--- config.mk ---
export PLATFORM = sky130hd
export DESIGN_NAME = ctrl_pipe_regs
export DESIGN_NICKNAME = d
export VERILOG_FILES = /design/src/rtl/pipe_pkg.sv /design/src/rtl/pipe_stage_reg.sv /design/src/rtl/ctrl_pipe_regs.sv
export SDC_FILE = /design/constraint.sdc
export NUM_CORES = 1
export LEC_CHECK = 0
export CAP_MARGIN = 0
export CORE_MARGIN = 8
export CORE_UTILIZATION = 39
export DETAILED_ROUTE_END_ITERATION = 10
export HOLD_SLACK_MARGIN = 0.08
export PLACE_DENSITY = 0.79
export SLEW_MARGIN = 10
export SYNTH_ARGS = -nofsm -noshare
export SYNTH_HDL_FRONTEND = slang
export SYNTH_SLANG_ARGS = --single-unit
--- constraint.sdc ---
create_clock -name clk -period 3.4 [get_ports clk]
set_clock_uncertainty 0.2 [all_clocks]
set_input_delay 0.51 -clock clk [delete_from_list [all_inputs] [get_ports clk]]
set_output_delay 0.51 -clock clk [all_outputs]
set_load 0.05 [all_outputs]
--- src/rtl/pipe_pkg.sv ---
`default_nettype none
// ============================================================================
//  Module      : pipe_pkg
//  Description : Shared types and constants for the control/register-index
//                pipeline (register index width, memory-wait FSM states,
//                stage control bundle and its bubble value).
//  Revision    : 1.0  initial release
// ============================================================================
package pipe_pkg;

  // Default register index width
  localparam int REG_W = 5;

  // Default maximum wait for a single data-memory access
  localparam int WAIT_MAX_DEF = 15;

  // Memory-wait handshake states
  typedef enum logic [0:0] {
    IDLE = 1'b0,
    WAIT = 1'b1
  } mem_state_e;

  // Per-stage control bits carried alongside the register indices
  typedef struct packed {
    logic reg_write;
    logic mem_to_reg;
    logic mem_write;
  } ctrl_t;

  // Control value of an inserted bubble: no architectural side effect
  localparam ctrl_t CTRL_BUBBLE = '{reg_write: 1'b0, mem_to_reg: 1'b0, mem_write: 1'b0};

  // An M-stage instruction touches data memory when it loads or stores
  function automatic logic is_mem_op(input ctrl_t c);
    return c.mem_to_reg | c.mem_write;
  endfunction

endpackage
`default_nettype wire

--- src/rtl/pipe_stage_reg.sv ---
`default_nettype none
// ============================================================================
//  Module      : pipe_stage_reg
//  Description : Generic pipeline stage register with hold and clear.
//                Priority: hold (keep contents) > clear (load zeros) > load d.
//  Ports       : clk, rst_n (async active-low), hold, clear,
//                d [WIDTH-1:0] next-stage value, q [WIDTH-1:0] stage contents
//  Revision    : 1.0  initial release
// ============================================================================
module pipe_stage_reg
  import pipe_pkg::*;
#(
  parameter int WIDTH = 1
) (
  input  logic             clk,
  input  logic             rst_n,
  input  logic             hold,
  input  logic             clear,
  input  logic [WIDTH-1:0] d,
  output logic [WIDTH-1:0] q
);

  logic [WIDTH-1:0] q_d;
  logic [WIDTH-1:0] q_q;

  always_comb begin
    q_d = q_q;
    if (hold) begin
      q_d = q_q;
    end else if (clear) begin
      q_d = '0;
    end else begin
      q_d = d;
    end
  end

  always_ff @(posedge clk or negedge rst_n) begin
    if (!rst_n) begin
      q_q <= '0;
    end else begin
      q_q <= q_d;
    end
  end

  assign q = q_q;

endmodule
`default_nettype wire

--- src/rtl/ctrl_pipe_regs.sv ---
`default_nettype none
// ============================================================================
//  Module      : ctrl_pipe_regs
//  Description : Control/register-index pipeline D -> E -> M -> W with a
//                data-memory wait handshake. While an M-stage access is
//                outstanding, E and M freeze and W receives bubbles; a wait
//                longer than WAIT_MAX cycles is forced complete with mem_err.
//  Ports       : clk, rst_n (async active-low)
//                D inputs : RegWriteD, MemToRegD, MemWriteD, RegDstD,
//                           RsD, RtD, RdD, FlushE, mem_ready
//                E outputs: RsE, RtE, WriteRegE, RegWriteE, MemToRegE, MemWriteE
//                M outputs: WriteRegM, RegWriteM, MemToRegM, MemWriteM
//                W outputs: WriteRegW, RegWriteW, MemToRegW
//                Memory   : mem_req, mem_stall, mem_err
//  Revision    : 1.0  initial release
// ============================================================================
module ctrl_pipe_regs
  import pipe_pkg::*;
#(
  parameter int REG_W    = pipe_pkg::REG_W,
  parameter int WAIT_MAX = pipe_pkg::WAIT_MAX_DEF
) (
  input  logic             clk,
  input  logic             rst_n,
  input  logic             RegWriteD,
  input  logic             MemToRegD,
  input  logic             MemWriteD,
  input  logic             RegDstD,
  input  logic [REG_W-1:0] RsD,
  input  logic [REG_W-1:0] RtD,
  input  logic [REG_W-1:0] RdD,
  input  logic             FlushE,
  input  logic             mem_ready,
  output logic [REG_W-1:0] RsE,
  output logic [REG_W-1:0] RtE,
  output logic [REG_W-1:0] WriteRegE,
  output logic             RegWriteE,
  output logic             MemToRegE,
  output logic             MemWriteE,
  output logic [REG_W-1:0] WriteRegM,
  output logic             RegWriteM,
  output logic             MemToRegM,
  output logic             MemWriteM,
  output logic [REG_W-1:0] WriteRegW,
  output logic             RegWriteW,
  output logic             MemToRegW,
  output logic             mem_req,
  output logic             mem_stall,
  output logic             mem_err
);

  localparam int                 CNT_W   = $clog2(WAIT_MAX + 1);
  localparam logic [CNT_W-1:0]   CNT_MAX = CNT_W'(WAIT_MAX);
  localparam logic [CNT_W-1:0]   CNT_ONE = CNT_W'(1);

  localparam int E_W = 3 + 3 * REG_W;
  localparam int M_W = 3 + REG_W;
  localparam int W_W = 2 + REG_W;

  // --------------------------------------------------------------------------
  // Decode-side assembly
  // --------------------------------------------------------------------------
  logic [REG_W-1:0] write_reg_d;
  ctrl_t            ctrl_d;
  ctrl_t            ctrl_e;
  ctrl_t            ctrl_m;

  assign write_reg_d = RegDstD ? RdD : RtD;
  assign ctrl_d      = '{reg_write: RegWriteD, mem_to_reg: MemToRegD, mem_write: MemWriteD};

  // --------------------------------------------------------------------------
  // Memory handshake status (combinational on current M contents)
  // --------------------------------------------------------------------------
  mem_state_e       state_q;
  mem_state_e       state_d;
  logic [CNT_W-1:0] cnt_q;
  logic [CNT_W-1:0] cnt_d;
  logic             mem_op_m;
  logic             timeout;

  assign mem_op_m  = is_mem_op(ctrl_m);
  assign timeout   = (state_q == WAIT) && (cnt_q == CNT_MAX);
  assign mem_req   = mem_op_m;
  // Timeout releases the freeze so the pipe advances on the same cycle the
  // error is flagged; the access is treated as completed.
  assign mem_stall = mem_op_m & ~mem_ready & ~timeout;
  assign mem_err   = timeout & mem_op_m & ~mem_ready;

  // --------------------------------------------------------------------------
  // Stage registers
  // --------------------------------------------------------------------------
  logic [E_W-1:0] e_q;
  logic [M_W-1:0] m_q;
  logic [W_W-1:0] w_q;

  // E: a stall outranks FlushE; D is frozen upstream so the flush is re-issued
  pipe_stage_reg #(.WIDTH(E_W)) u_stage_e (
    .clk   (clk),
    .rst_n (rst_n),
    .hold  (mem_stall),
    .clear (FlushE),
    .d     ({ctrl_d, RsD, RtD, write_reg_d}),
    .q     (e_q)
  );

  assign {ctrl_e, RsE, RtE, WriteRegE} = e_q;
  assign RegWriteE = ctrl_e.reg_write;
  assign MemToRegE = ctrl_e.mem_to_reg;
  assign MemWriteE = ctrl_e.mem_write;

  pipe_stage_reg #(.WIDTH(M_W)) u_stage_m (
    .clk   (clk),
    .rst_n (rst_n),
    .hold  (mem_stall),
    .clear (1'b0),
    .d     ({ctrl_e, WriteRegE}),
    .q     (m_q)
  );

  assign {ctrl_m, WriteRegM} = m_q;
  assign RegWriteM = ctrl_m.reg_write;
  assign MemToRegM = ctrl_m.mem_to_reg;
  assign MemWriteM = ctrl_m.mem_write;

  // W: bubbles while M waits, so a load commits exactly once on completion
  pipe_stage_reg #(.WIDTH(W_W)) u_stage_w (
    .clk   (clk),
    .rst_n (rst_n),
    .hold  (1'b0),
    .clear (mem_stall),
    .d     ({ctrl_m.reg_write, ctrl_m.mem_to_reg, WriteRegM}),
    .q     (w_q)
  );

  assign {RegWriteW, MemToRegW, WriteRegW} = w_q;

  // --------------------------------------------------------------------------
  // Wait FSM and counter. The first stalled cycle happens in IDLE, so cnt
  // reaching WAIT_MAX marks WAIT_MAX stalled cycles already spent.
  // --------------------------------------------------------------------------
  always_comb begin
    state_d = state_q;
    cnt_d   = cnt_q;
    case (state_q)
      IDLE: begin
        if (mem_op_m && !mem_ready) begin
          state_d = WAIT;
          cnt_d   = CNT_ONE;
        end
      end
      WAIT: begin
        if (mem_ready || timeout || !mem_op_m) begin
          state_d = IDLE;
          cnt_d   = '0;
        end else begin
          cnt_d = cnt_q + CNT_ONE;
        end
      end
      default: begin
        state_d = IDLE;
        cnt_d   = '0;
      end
    endcase
  end

  always_ff @(posedge clk or negedge rst_n) begin
    if (!rst_n) begin
      state_q <= IDLE;
      cnt_q   <= '0;
    end else begin
      state_q <= state_d;
      cnt_q   <= cnt_d;
    end
  end

endmodule
`default_nettype wire

==> results of run 1 <==
[layout make-up]
cell class / instances / area [µm²]
fillers: 393 / 2160
flip-flops and latches: 38 / 951
multi-input cells: 79 / 795
repair buffers: 58 / 573
clock buffers: 7 / 76.3
well taps: 54 / 67.6
inverters: 3 / 11.3
[registers in the layout (all words and copies together) (netlist names)]
| name | cells |
|---|---|
| u_stage_e.q | 18 |
| u_stage_m.q | 8 |
| u_stage_w.q | 7 |
| cnt_q | 4 |
| state_q | 1 |
[kinds of logic after synthesis]
group | after synthesis | share of synthesized area, %
and+or+nand+nor | 38 | 15.2
DFF | 38 | 51.9
muxes | 32 | 23.9
buffers and inverters | 9 | 4.65
AOI/OAI and AO/OA | 8 | 3.62
adders and majority gates | 1 | 0.683
[through the flow]
stage	total power, mW	util, %
after CTS	1.63	53.4
after detailed placement	1.34	51.8
final	1.61	53.4
after global placement	1.33	51.8
after global routing	1.69	53.4
after floorplan	1.13	-
[Yosys cell counts, types with 2 or more instances]
| cell type | n |
|---|---|
| and2_1 | 6 |
| and2b_1 | 2 |
| and2b_2 | 11 |
| buf_12 | 2 |
| buf_6 | 2 |
| dfrtp_1 | 38 |
| inv_1 | 3 |
| mux2_2 | 5 |
| mux2_4 | 22 |
| mux2i_1 | 5 |
| nand2_1 | 2 |
| nand3_1 | 2 |
| nor2_1 | 7 |
| nor2b_1 | 2 |
[worst max-delay path, cell delays in order]
cell             delay (ns)
clkdlybuf4s50_1        0.43
o21bai_1               0.22
nor2_1                 0.12
clkdlybuf4s50_1        0.82
[power breakdown]
group | switching [mW] | internal [mW] | total, mW
logic | 0.429 | 0.290 | 0.719
registers | 0.0654 | 0.539 | 0.604
clock network | 0.141 | 0.141 | 0.282
total | 0.635 | 0.970 | 1.61
[final timing paths]
path                             endpoint  slack [ns]  cells after the start
setup / recovery                  mem_err        0.59                      4
hold / removal             u_stage_w.q[5]        0.13                      1
setup reg to reg           u_stage_m.q[5]        1.56                      5
hold reg to reg            u_stage_w.q[3]        0.30                      1
max in group asynchronous  u_stage_e.q[1]        2.36                      1
min in group clk           u_stage_w.q[3]        0.30                      1
[per-layer routing]
layer	share of wire (%)	global-route usage (%)	wire length, µm	vias to the layer above
li1	-	-	-	547
met1	45	12.9	1650	547
met2	47	16.5	1710	35
met3	6.0	4.10	219	7
met4	2.1	6.15	78	0
met5	0	0	0	-
==> results_dict.tcl, run 1 <==
set metrics [dict create \
    status "complete, no violations" \
    drv_slew 0 \
    place.gp.congestion 0.724 \
    hold_viol 0 \
    cts_buffer_depth 2 \
    area_growth_pct 35.1 \
    cts.sinks 38 \
    synth_nets 150 \
    firstDrtPassIters 4 \
    reg2reg_from "cnt_q[0]" \
    critical_path.endpoint_type "primary output" \
    fin_area_mm2 0.00247 \
    clock_latency_ns 0.28 \
    yosysTopAreaCellShare_pct 51.9 \
    start_util_pct 39.5 \
    cts-root-buf "clkbuf_8" \
    rsz0062_at_grt "false" \
    tightest_slew_ns 0.829 \
    timing.hold.ws_ns 0.126 \
    critPathLaunch "mem_ready" \
    setup_viol 0 \
    grt_pass1_vias 1204 \
    leakagePower_nw 1.19 \
    ant_nets 0 \
    cp_data_required_time_ns 2.69 \
    worstSetupPathType "in -> out" \
    antenna_found_initial 0 \
    first_iter_violations 37 \
    synthCells 126 \
    finalNetCount 209 \
    ys.warnings.count 0 \
    routed_wire_length_per_instance_um 15.3 \
    die_width_um 84.5 \
    coreArea_mm2 0.00463 \
    vias 1136 \
    setup_tns_ns 0 \
    routed_wirelength_mm 3.66 \
    tritoncts "built" \
    final_common_cell "clkdlybuf4s50_1" \
    ys.flop_type "dfrtp_1" \
    synth.distinct_cells 31 \
    crit_fanout 4 \
    holdCritPathClass "in -> async" \
    track_usage_pct 10.9 \
    ys_seq_elements 38 \
    holdBufCountCts 0 \
    period_share_pct 82.5 \
    synth.cell_area_mm2 0.00183 \
    dieArea_mm2 0.00714 \
    rows 25 \
    grt_overflow 0 \
    clkTransAtPathRegs_ns 0.06 \
    ys_seq_area_share_pct 51.9 \
    dp_slack_ns 0.583 \
    numCtsBuffers 5 \
    stdcell_count 239 \
    pin_count 59 \
    synthTopCellsByArea "dfrtp_1 (52%), mux2_4 (18%), and2b_2 (5.3%), mux2_2 (3.1%), mux2i_1 (2.7%)" \
    numPortBuffers 58 \
    drc 0 \
    die-height_um 84.5 \
    drive_gt1_share_pct 26.5 \
    layout_common_cells "clkdlybuf4s50_1 (56), dfrtp_1 (38), mux2_4 (22)" \
    synth_edf_count 0 \
    dp_cells 232 \
    maxSlewHeadroom_pct 44.7 \
    maxCapViolCount 0 \
    start_kind "primary input" \
    syn_area_per_cell_um2 14.5 \
    max_freq_mhz 356 \
    postCtsSetupRepairBufs 0 \
    yosysTopAreaCell "dfrtp_1" \
    grt_start_max_net_pins 39 \
    routed_via_density 4.75 \
    power.density_mw_per_mm2 649 \
    n_antenna_cell 0 \
    grt_pass1_wl_mm 6.12 \
    async_flop_share_pct 100 \
    min_period_ns 2.81 \
    cts_max_level 2 \
    peakVddDrop_mv 0.257 \
    placed_cell_area_mm2 0.00240 \
    dp_hpwl_mm 2.75 \
    cp_data_arrival_time_ns 2.10 \
    cts-resized-gates 0 \
    fin_ws_ns 0.594 \
]
Note: power is estimated with default switching activity, not from simulation.
==> run 2: changes to the inputs <==
PLACE_DENSITY = 0.82   (was 0.79)
clock period = 2.5 ns   (was 3.4 ns; I/O delays follow)
==> run 2 against run 1 <==
Against the previous run: critical path depth is 2 lower; worst hold slack better by 0.18 ns; count of clock-buffer cells in the layout stayed put; clock power is 80% higher; register-to-register slack worse by 1.0 ns; die area stayed put; setup slack worse by 0.43 ns; non-clock buffer count is 3 higher; utilization is 1.7 points higher; largest cell class unchanged; largest power group unchanged.
==> results_dict.tcl, run 2 (synthesis gave the netlist of run 1 again) <==
set metrics [dict create \
    die_width_um 84.5 \
    largest_reg_flops 18 \
    tritoncts "built" \
    grt_pass1_vias 1231 \
    min_from "u_stage_m.q[4]" \
    drc 0 \
    antenna_found_initial 0 \
    numCtsBuffers 5 \
    reg2reg_from "cnt_q[0]" \
    layout_common_cells "clkdlybuf4s50_1 (55), dfrtp_1 (38), mux2_4 (22)" \
    drv_slew 0 \
    numPortBuffers 58 \
    start_kind "flip-flop" \
    worstSetupPathType "reg -> out" \
    finalNetCount 212 \
    area_growth_pct 39.4 \
    cpPeakStageDelay_ns 0.70 \
    holdPathStages 1 \
    place.gp.congestion 0.782 \
    dp_hpwl_mm 2.96 \
    hold_viol 0 \
    holdCritPathClass "reg -> reg" \
    firstDrtPassIters 4 \
    n_antenna_cell 0 \
    fin_ws_ns 0.165 \
    whs_endpoint "u_stage_w.q[4]" \
    setup_viol 0 \
    power.density_mw_per_mm2 915 \
    track_usage_pct 11.6 \
    routed_via_density 4.75 \
    tightest_slew_ns 0.814 \
    drive_gt1_share_pct 28.0 \
    regToRegSetupSlack_ns 0.52 \
    dieArea_mm2 0.00714 \
    grt_overflow 0 \
    rsz0062_at_grt "false" \
    dp_slack_ns 0.290 \
    rr_endpoint "u_stage_m.q[0]" \
    fill_cells 414 \
    status "complete, no violations" \
    leakagePower_nw 1.23 \
    cts_buffer_depth 2 \
    ant_nets 0 \
    rr_worst_depth 5 \
    clock_latency_ns 0.29 \
    pin_count 59 \
    crit_fanout 6 \
    first_iter_violations 24 \
    cts-root-buf "clkbuf_8" \
    maxCapViolCount 0 \
    cp_data_required_time_ns 1.92 \
    rows 25 \
    max_freq_mhz 428 \
    die-height_um 84.5 \
    min_period_ns 2.33 \
    clkTransAtPathRegs_ns 0.07 \
    cp_data_arrival_time_ns 1.76 \
    coreArea_mm2 0.00463 \
    routed_wire_length_per_instance_um 16.1 \
    crit_chain "or2_2, clkdlybuf4s50_1" \
    postCtsSetupRepairBufs 0 \
    maxSlewHeadroom_pct 45.7 \
    start_util_pct 39.5 \
    setup_tns_ns 0 \
    critical_path.endpoint_type "primary output" \
    vias 1154 \
    final_common_cell "clkdlybuf4s50_1" \
    routed_wirelength_mm 3.92 \
    slowest_stage "clkdlybuf4s50_1" \
    grt_pass1_wl_mm 6.47 \
    cts.sinks 38 \
    peakVddDrop_mv 0.338 \
    period_share_pct 93.4 \
    grt_start_max_net_pins 39 \
    cts_max_level 2 \
]
==> run 2: cell types whose count changed in the layout (fill, tap and decap cells not counted), sizes merged <==
cell           previous run  this run
buf                       2         5
clkdlybuf4s50            56        55
bufinv                    0         1
dlygate4sd3               0         1
==> run 2: layout make-up <==
class                   count  area (µm²)  area share, %
inverters                   3        11.3          0.441
flip-flops and latches     38         951           37.3
repair buffers             61         621           24.3
well taps                  54        67.6           2.65
multi-input cells          79         795           31.1
clock buffers               7        76.3           2.99
clock inverters             1        30.0           1.18
==> run 2: what timing repair did <==
action	4_1_cts	5_1_grt
hold buffers	1	0
gates resized for setup	0	0
endpoints found under the hold margin	38	0
==> run 2: how the worst max path moves through the flow <==
stage,start,end,slack (ns)
6_report,u_stage_m.q[6],mem_req,0.17
5_1_grt,u_stage_m.q[6],mem_req,0.11
4_1_cts,u_stage_m.q[6],mem_req,0.15
3_5_place_dp,mem_ready,u_stage_e.q[10],0.29
3_3_place_gp,mem_ready,u_stage_e.q[14],0.33
2_1_floorplan,u_stage_m.q[6],mem_err,0.37
==> run 2: critical path, delay by kind of cell, from the launching register on <==
| family | cells | cell delay [ns] |
|---|---|---|
| buf+inv | 1 | 0.70 |
| simple gates | 1 | 0.31 |
| flops | 1 | 0.46 |
==> run 2: metal layers <==
metal  share of wire, %  track usage, %
met1                 45            13.8
met3                4.2            3.32
met5                  0               0
met4                2.0            5.83
met2                 49            18.8
==> run 2: power breakdown <==
part           switching, mW  leakage (nW)  internal [mW]  total [mW]
combinational          0.589         0.681          0.409       0.999
clock                  0.210        0.0524          0.299       0.508
sequential            0.0961         0.494          0.732       0.828
total                  0.895          1.23           1.44        2.34
==> run 2: metrics by stage <==
step	area (µm²)	util (%)	power, mW	cells	hold WS (ns)
6_report	2550	55.1	2.34	243	0.308
5_1_grt	2550	55.1	2.44	243	0.335
4_1_cts	2550	55.1	2.36	243	0.311
3_5_place_dp	2430	52.6	1.85	234	0.294
3_3_place_gp	2430	52.6	1.83	234	0.291
2_1_floorplan	1830	-	1.54	126	-0.121
